$ cat src/rtl/dmem_access_ctrl.sv
// dmem_access_ctrl: initiator-side sequencer for a synchronous single-port RAM.
// Turns valid/ready load/store requests into registered RAM control, waits
// out the RAM read latency, returns load data on a valid/ready response
// channel, and can zero-fill the whole memory on request.
module dmem_access_ctrl #(
    parameter int ADDR_W     = 4,
    parameter int DATA_W     = 4,
    parameter int RD_LATENCY = 1
) (
    input  logic              clk,
    input  logic              reset,
    input  logic              req_valid,
    output logic              req_ready,
    input  logic              req_we,
    input  logic [ADDR_W-1:0] req_addr,
    input  logic [DATA_W-1:0] req_wdata,
    output logic              rsp_valid,
    input  logic              rsp_ready,
    output logic [DATA_W-1:0] rsp_rdata,
    output logic              wr_done,
    input  logic              clear_start,
    output logic              clear_done,
    output logic              busy,
    output logic [ADDR_W-1:0] mem_address,
    output logic [DATA_W-1:0] mem_data,
    output logic              mem_wren,
    input  logic [DATA_W-1:0] mem_q
);

    typedef enum logic [2:0] {
        IDLE      = 3'd0,
        STORE     = 3'd1,
        LOAD_WAIT = 3'd2,
        LOAD_RSP  = 3'd3,
        CLEAR     = 3'd4
    } state_t;

    // Clear pointer value that means the last address has already been issued.
    localparam logic [ADDR_W:0] CLR_END  = {1'b1, {ADDR_W{1'b0}}};
    localparam logic [1:0]      RD_LAT_C = 2'(RD_LATENCY);

    state_t            state;
    state_t            state_nxt;
    logic [1:0]        lat_cnt;
    logic [ADDR_W:0]   clr_ptr;

    // State register
    always_ff @(posedge clk) begin
        if (reset) begin
            state <= IDLE;
        end else begin
            state <= state_nxt;
        end
    end

    // Next-state decode; clear_start wins over a same-cycle request
    always_comb begin
        state_nxt = state;
        case (state)
            IDLE: begin
                if (clear_start) begin
                    state_nxt = CLEAR;
                end else if (req_valid) begin
                    state_nxt = req_we ? STORE : LOAD_WAIT;
                end
            end
            STORE:     state_nxt = IDLE;
            LOAD_WAIT: if (lat_cnt == 2'd0) state_nxt = LOAD_RSP;
            LOAD_RSP:  if (rsp_ready) state_nxt = IDLE;
            CLEAR:     if (clr_ptr == CLR_END) state_nxt = IDLE;
            default:   state_nxt = IDLE;
        endcase
    end

    // Handshake outputs decoded directly from the state
    always_comb begin
        req_ready = (state == IDLE);
        busy      = (state != IDLE);
    end

    // Registered RAM control, response data, latency counter and clear pointer.
    // clr_ptr holds the next address to clear: address 0 is issued on entry,
    // so the pointer starts at 1 and reaching 2**ADDR_W means all are written.
    always_ff @(posedge clk) begin
        if (reset) begin
            mem_address <= '0;
            mem_data    <= '0;
            mem_wren    <= 1'b0;
            rsp_valid   <= 1'b0;
            rsp_rdata   <= '0;
            wr_done     <= 1'b0;
            clear_done  <= 1'b0;
            lat_cnt     <= 2'd0;
            clr_ptr     <= '0;
        end else begin
            mem_wren   <= 1'b0;
            wr_done    <= 1'b0;
            clear_done <= 1'b0;
            case (state)
                IDLE: begin
                    if (clear_start) begin
                        mem_address <= '0;
                        mem_data    <= '0;
                        mem_wren    <= 1'b1;
                        clr_ptr     <= {{ADDR_W{1'b0}}, 1'b1};
                    end else if (req_valid) begin
                        mem_address <= req_addr;
                        if (req_we) begin
                            mem_data <= req_wdata;
                            mem_wren <= 1'b1;
                        end else begin
                            lat_cnt <= RD_LAT_C;
                        end
                    end
                end
                STORE: begin
                    wr_done <= 1'b1;
                end
                LOAD_WAIT: begin
                    if (lat_cnt == 2'd0) begin
                        rsp_rdata <= mem_q;
                        rsp_valid <= 1'b1;
                    end else begin
                        lat_cnt <= lat_cnt - 2'd1;
                    end
                end
                LOAD_RSP: begin
                    if (rsp_ready) begin
                        rsp_valid <= 1'b0;
                    end
                end
                CLEAR: begin
                    if (clr_ptr == CLR_END) begin
                        clear_done <= 1'b1;
                    end else begin
                        mem_address <= clr_ptr[ADDR_W-1:0];
                        mem_data    <= '0;
                        mem_wren    <= 1'b1;
                        clr_ptr     <= clr_ptr + 1'b1;
                    end
                end
                default: begin
                end
            endcase
        end
    end

endmodule

$ cat config.mk
export PLATFORM = sky130hd
export DESIGN_NAME = dmem_access_ctrl
export DESIGN_NICKNAME = d
export VERILOG_FILES = /design/src/rtl/dmem_access_ctrl.sv
export SDC_FILE = /design/constraint.sdc
export NUM_CORES = 1
export LEC_CHECK = 0
export BUFFER_PORTS_ARGS = -buffer_cell sky130_fd_sc_hd__buf_2
export CELL_PAD_IN_SITES_DETAIL_PLACEMENT = 0
export CELL_PAD_IN_SITES_GLOBAL_PLACEMENT = 1
export CORE_MARGIN = 2
export CORE_UTILIZATION = 33
export DETAILED_ROUTE_END_ITERATION = 10
export PLACE_DENSITY_LB_ADDON = 0.08
export SLEW_MARGIN = 40
export SYNTH_ARGS = -nofsm -noshare
export SYNTH_HDL_FRONTEND = slang
export SYNTH_SLANG_ARGS = --single-unit
$ cat constraint.sdc
create_clock -name clk -period 1.4 [get_ports clk]
set_input_delay 0.28 -clock clk [delete_from_list [all_inputs] [get_ports clk]]
set_output_delay 0.28 -clock clk [all_outputs]
set_load 0.01 [all_outputs]
==> reports/metrics.csv <==
metric;value;unit
path_delay_family;flip-flops;
maxClockFrequency;0.711;GHz
hold_critical_path_depth;3;
fp.dieW;65.2;um
cp_data_arrival_time;1130;ps
synthCells;138;
die-area;0.00426;sq mm
tns;-7.60;ps
drt_wl_total;3140;um
rsz0062_at_grt;yes;
synth_ff_type;sky130_fd_sc_hd__dfxtp_1;
p_leak;0.801;nW
status;finished, violations left;
reg2reg_slack;10;ps
critPathBufInv;2;
die_height;65.2;um
critical_path_peak_fanout;5;
cts.sinks;26;
power.ir.vdd_worst;412;uV
clock-root-buffer;sky130_fd_sc_hd__clkbuf_8;
globalplace.congestion;0.851;
detailedRoute.firstIterationViolations;57;
maxSlewViolCount;0;
synth_sequential_area_ratio;42.1;%
cts_hold_buf;0;
port-buffer-count;35;
area_delta_synth_final;48.7;%
clk_path_buf_depth;2;
layout_worst_path_cycle_share;101;%
grt_pass1_wl;5090;um
final.fill_count;366;
hp-class;input pin to flop;
powerDensity;1210;mW/mm^2
io-pin-count;36;
synth_enable_flop_cells;0;
synthArstFlopShare;0;%
globalRoute.totalOverflow;0;
worst_hold_path_endpoint;mem_data[3]$_SDFFE_PP0P_;
antenna_found_initial;0;
report.final.hold_viol_count;0;
clk_transition_reported_paths;90;ps
drt-wirelength-per-cell;12.8;um
dp_hpwl;2270;um
floorplan.rows;22;
reg2reg_depth;6;
worstSetupEndpointType;output pin;
number_of_detailed_route_iterations_in_the_first_pass;4;
post-route-worst-setup-slack;-7.11;ps
mostFrequentLayoutCells;sky130_fd_sc_hd__buf_2 (34), sky130_fd_sc_hd__dfxtp_1 (21), sky130_fd_sc_hd__buf_4 (20);
ys_seq_elements;26;
critical-path-slowest-cell;sky130_fd_sc_hd__dfxtp_4;
clk_latency;270;ps
setup_viol;2;
critical_r2r_capture;rsp_rdata[3]$_SDFFE_PP0P_;
area_of_the_mapped_netlist;0.00124;sq mm
finish.net_count;219;
post_route_skew;3.23;ps
violated_checks;negative setup slack;
gr-usage-all-layers;15.2;%
worstMarginPinSlew;406;ps
slew_headroom;72.9;%
hold_path_startpoint;req_wdata[3];
layout-drive-gt1-share;43.7;%
detailroute.via_count;1165;
clock_tree_from_tritoncts;done;
htreeDepth;1;
ys_types;35;
antennaDiodeCount;0;
timing.critical_path.cells;nor3_4, buf_4, buf_2;
floorplan.initialDensity;34.1;%
yosysWarningCount;0;
design.core.area;0.00363;sq mm
net_count_synth;159;
source_of_the_worst_register_to_register_timing_path;state[2]$_SDFFE_PP0P_;
start_kind;flop;
number_of_buffers_created_by_cts;3;
crit_type;flop to output pin;
mean_post_synth_cell_area;8.97;sq um
most_common_cell_after_layout_fill_and_taps_aside;sky130_fd_sc_hd__buf_2;
drc_errors;0;
antenna_left;0;
critical_path_required;1120;ps
cap_viol_max_count;0;
finalCoreUtilization;50.7;%
crit_path_max_incr_delay;380;ps
grt_start_max_net_pins;19;
post_drt_via_cell_ratio;4.76;
finalWorstPathRequiredPeriod;1410;ps
number_of_global_route_vias_before_repair;1121;
## cell type report
cell class | count | area [sq um] | share of cell area [%]
multi-input cells | 102 | 746 | 40.5
flip-flops and latches | 26 | 534 | 29.0
repair buffers | 60 | 410 | 22.3
well taps | 48 | 60.1 | 3.26
clock buffers | 3 | 41.3 | 2.24
clock inverters | 1 | 30.0 | 1.63
inverters | 5 | 18.8 | 1.02
## stage by stage
stage          std cells  hold slack, ps  setup slack, ps  area [sq um]  total power [mW]
4_1_cts              241             236            -23.8          1740              2.19
3_3_place_gp         233             456             5.18          1610              1.48
2_1_floorplan        138             419            -1.89          1270              1.26
6_report             245             243            -7.11          1840              2.24
3_5_place_dp         233             470            -28.8          1610              1.50
5_1_grt              245             239            -90.3          1840              2.38
## state kept, by name, summed over array words and instances (netlist names)
signal,cells
lat_cnt,2
mem_wren,1
clear_done,1
mem_address,4
wr_done,1
clr_ptr,5
rsp_rdata,4
mem_data,4
state,3
rsp_valid,1
## report_power, final
part	internal [mW]	switching, mW	leakage (nW)	total [mW]
logic	0.396	0.358	0.550	0.754
clock network	0.382	0.235	0.0357	0.618
registers	0.817	0.0478	0.215	0.864
## cells in the mapped netlist, types with 2 or more instances
| master | number | share of area (%) |
|---|---|---|
| sky130_fd_sc_hd__a211oi_1 | 6 | 3.6 |
| sky130_fd_sc_hd__a21oi_1 | 8 | 3.2 |
| sky130_fd_sc_hd__buf_2 | 2 | 0.81 |
| sky130_fd_sc_hd__clkbuf_1 | 3 | 0.91 |
| sky130_fd_sc_hd__dfxtp_1 | 26 | 42 |
| sky130_fd_sc_hd__ha_1 | 3 | 3.0 |
| sky130_fd_sc_hd__inv_1 | 5 | 1.5 |
| sky130_fd_sc_hd__mux2i_1 | 10 | 8.1 |
| sky130_fd_sc_hd__nand2_1 | 13 | 3.9 |
| sky130_fd_sc_hd__nand2b_1 | 6 | 3.0 |
| sky130_fd_sc_hd__nand4_1 | 2 | 1.0 |
| sky130_fd_sc_hd__nor2_1 | 19 | 5.8 |
| sky130_fd_sc_hd__nor2b_1 | 4 | 2.0 |
| sky130_fd_sc_hd__nor3_1 | 4 | 1.6 |
| sky130_fd_sc_hd__nor3b_1 | 4 | 2.4 |
| sky130_fd_sc_hd__nor4_1 | 2 | 1.0 |
| sky130_fd_sc_hd__o21ai_0 | 2 | 0.81 |
| sky130_fd_sc_hd__xor2_1 | 2 | 1.4 |
## cell families (layout without fill, tap and decap cells)
kind of cell,count (synthesis),in the layout,synth area share (%)
xor+xnor,2,2,1.42
simple gates,63,63,28.7
buf+inv,11,69,3.84
flops,26,26,42.1
fa+ha+maj,3,3,3.03
compound gates,23,24,12.8
mux,10,10,8.09
## worst max path at each step
stage | to | depth (start not counted) | slack [ps] | start
4_1_cts | req_ready | 3 | -20 | state[2]$_SDFFE_PP0P_
5_1_grt | rsp_rdata[2]$_SDFFE_PP0P_ | 6 | -90 | state[2]$_SDFFE_PP0P_
3_3_place_gp | mem_data[0]$_SDFFE_PP0P_ | 7 | 5 | clr_ptr[0]$_SDFFE_PP0P_
2_1_floorplan | clr_ptr[2]$_SDFFE_PP0P_ | 5 | -2 | state[0]$_SDFFE_PP0P_
3_5_place_dp | mem_address[2]$_SDFFE_PP0P_ | 7 | -30 | clr_ptr[0]$_SDFFE_PP0P_
6_report | req_ready | 3 | -7 | state[1]$_SDFFE_PP0P_
## timing repair
item                       in CTS  in global routing
resized for setup               8                 15
buffers inserted                3                  3
setup endpoints to repair      11                 17
pin swaps                       3                  7
gates cloned                    1                  1
## per-layer routing
metal  up-vias  global-route usage [%]  routed length [um]
met5         -                       0                   0
met4         0                    3.91                  18
li1        604                       -                   -
met2        21                    26.3                1580
met1       538                    19.7                1430
met3         2                    2.57                 113
## worst register-to-register path: stages, from the launching register on
cell and delay, ps:
sky130_fd_sc_hd__dfxtp_4 360, sky130_fd_sc_hd__buf_4 140, sky130_fd_sc_hd__nand2b_1 200, sky130_fd_sc_hd__nor3b_2 190
sky130_fd_sc_hd__buf_4 160, sky130_fd_sc_hd__mux2i_1 190, sky130_fd_sc_hd__nor2_1 50
No activity file was read; power rests on OpenSTA's default activity.
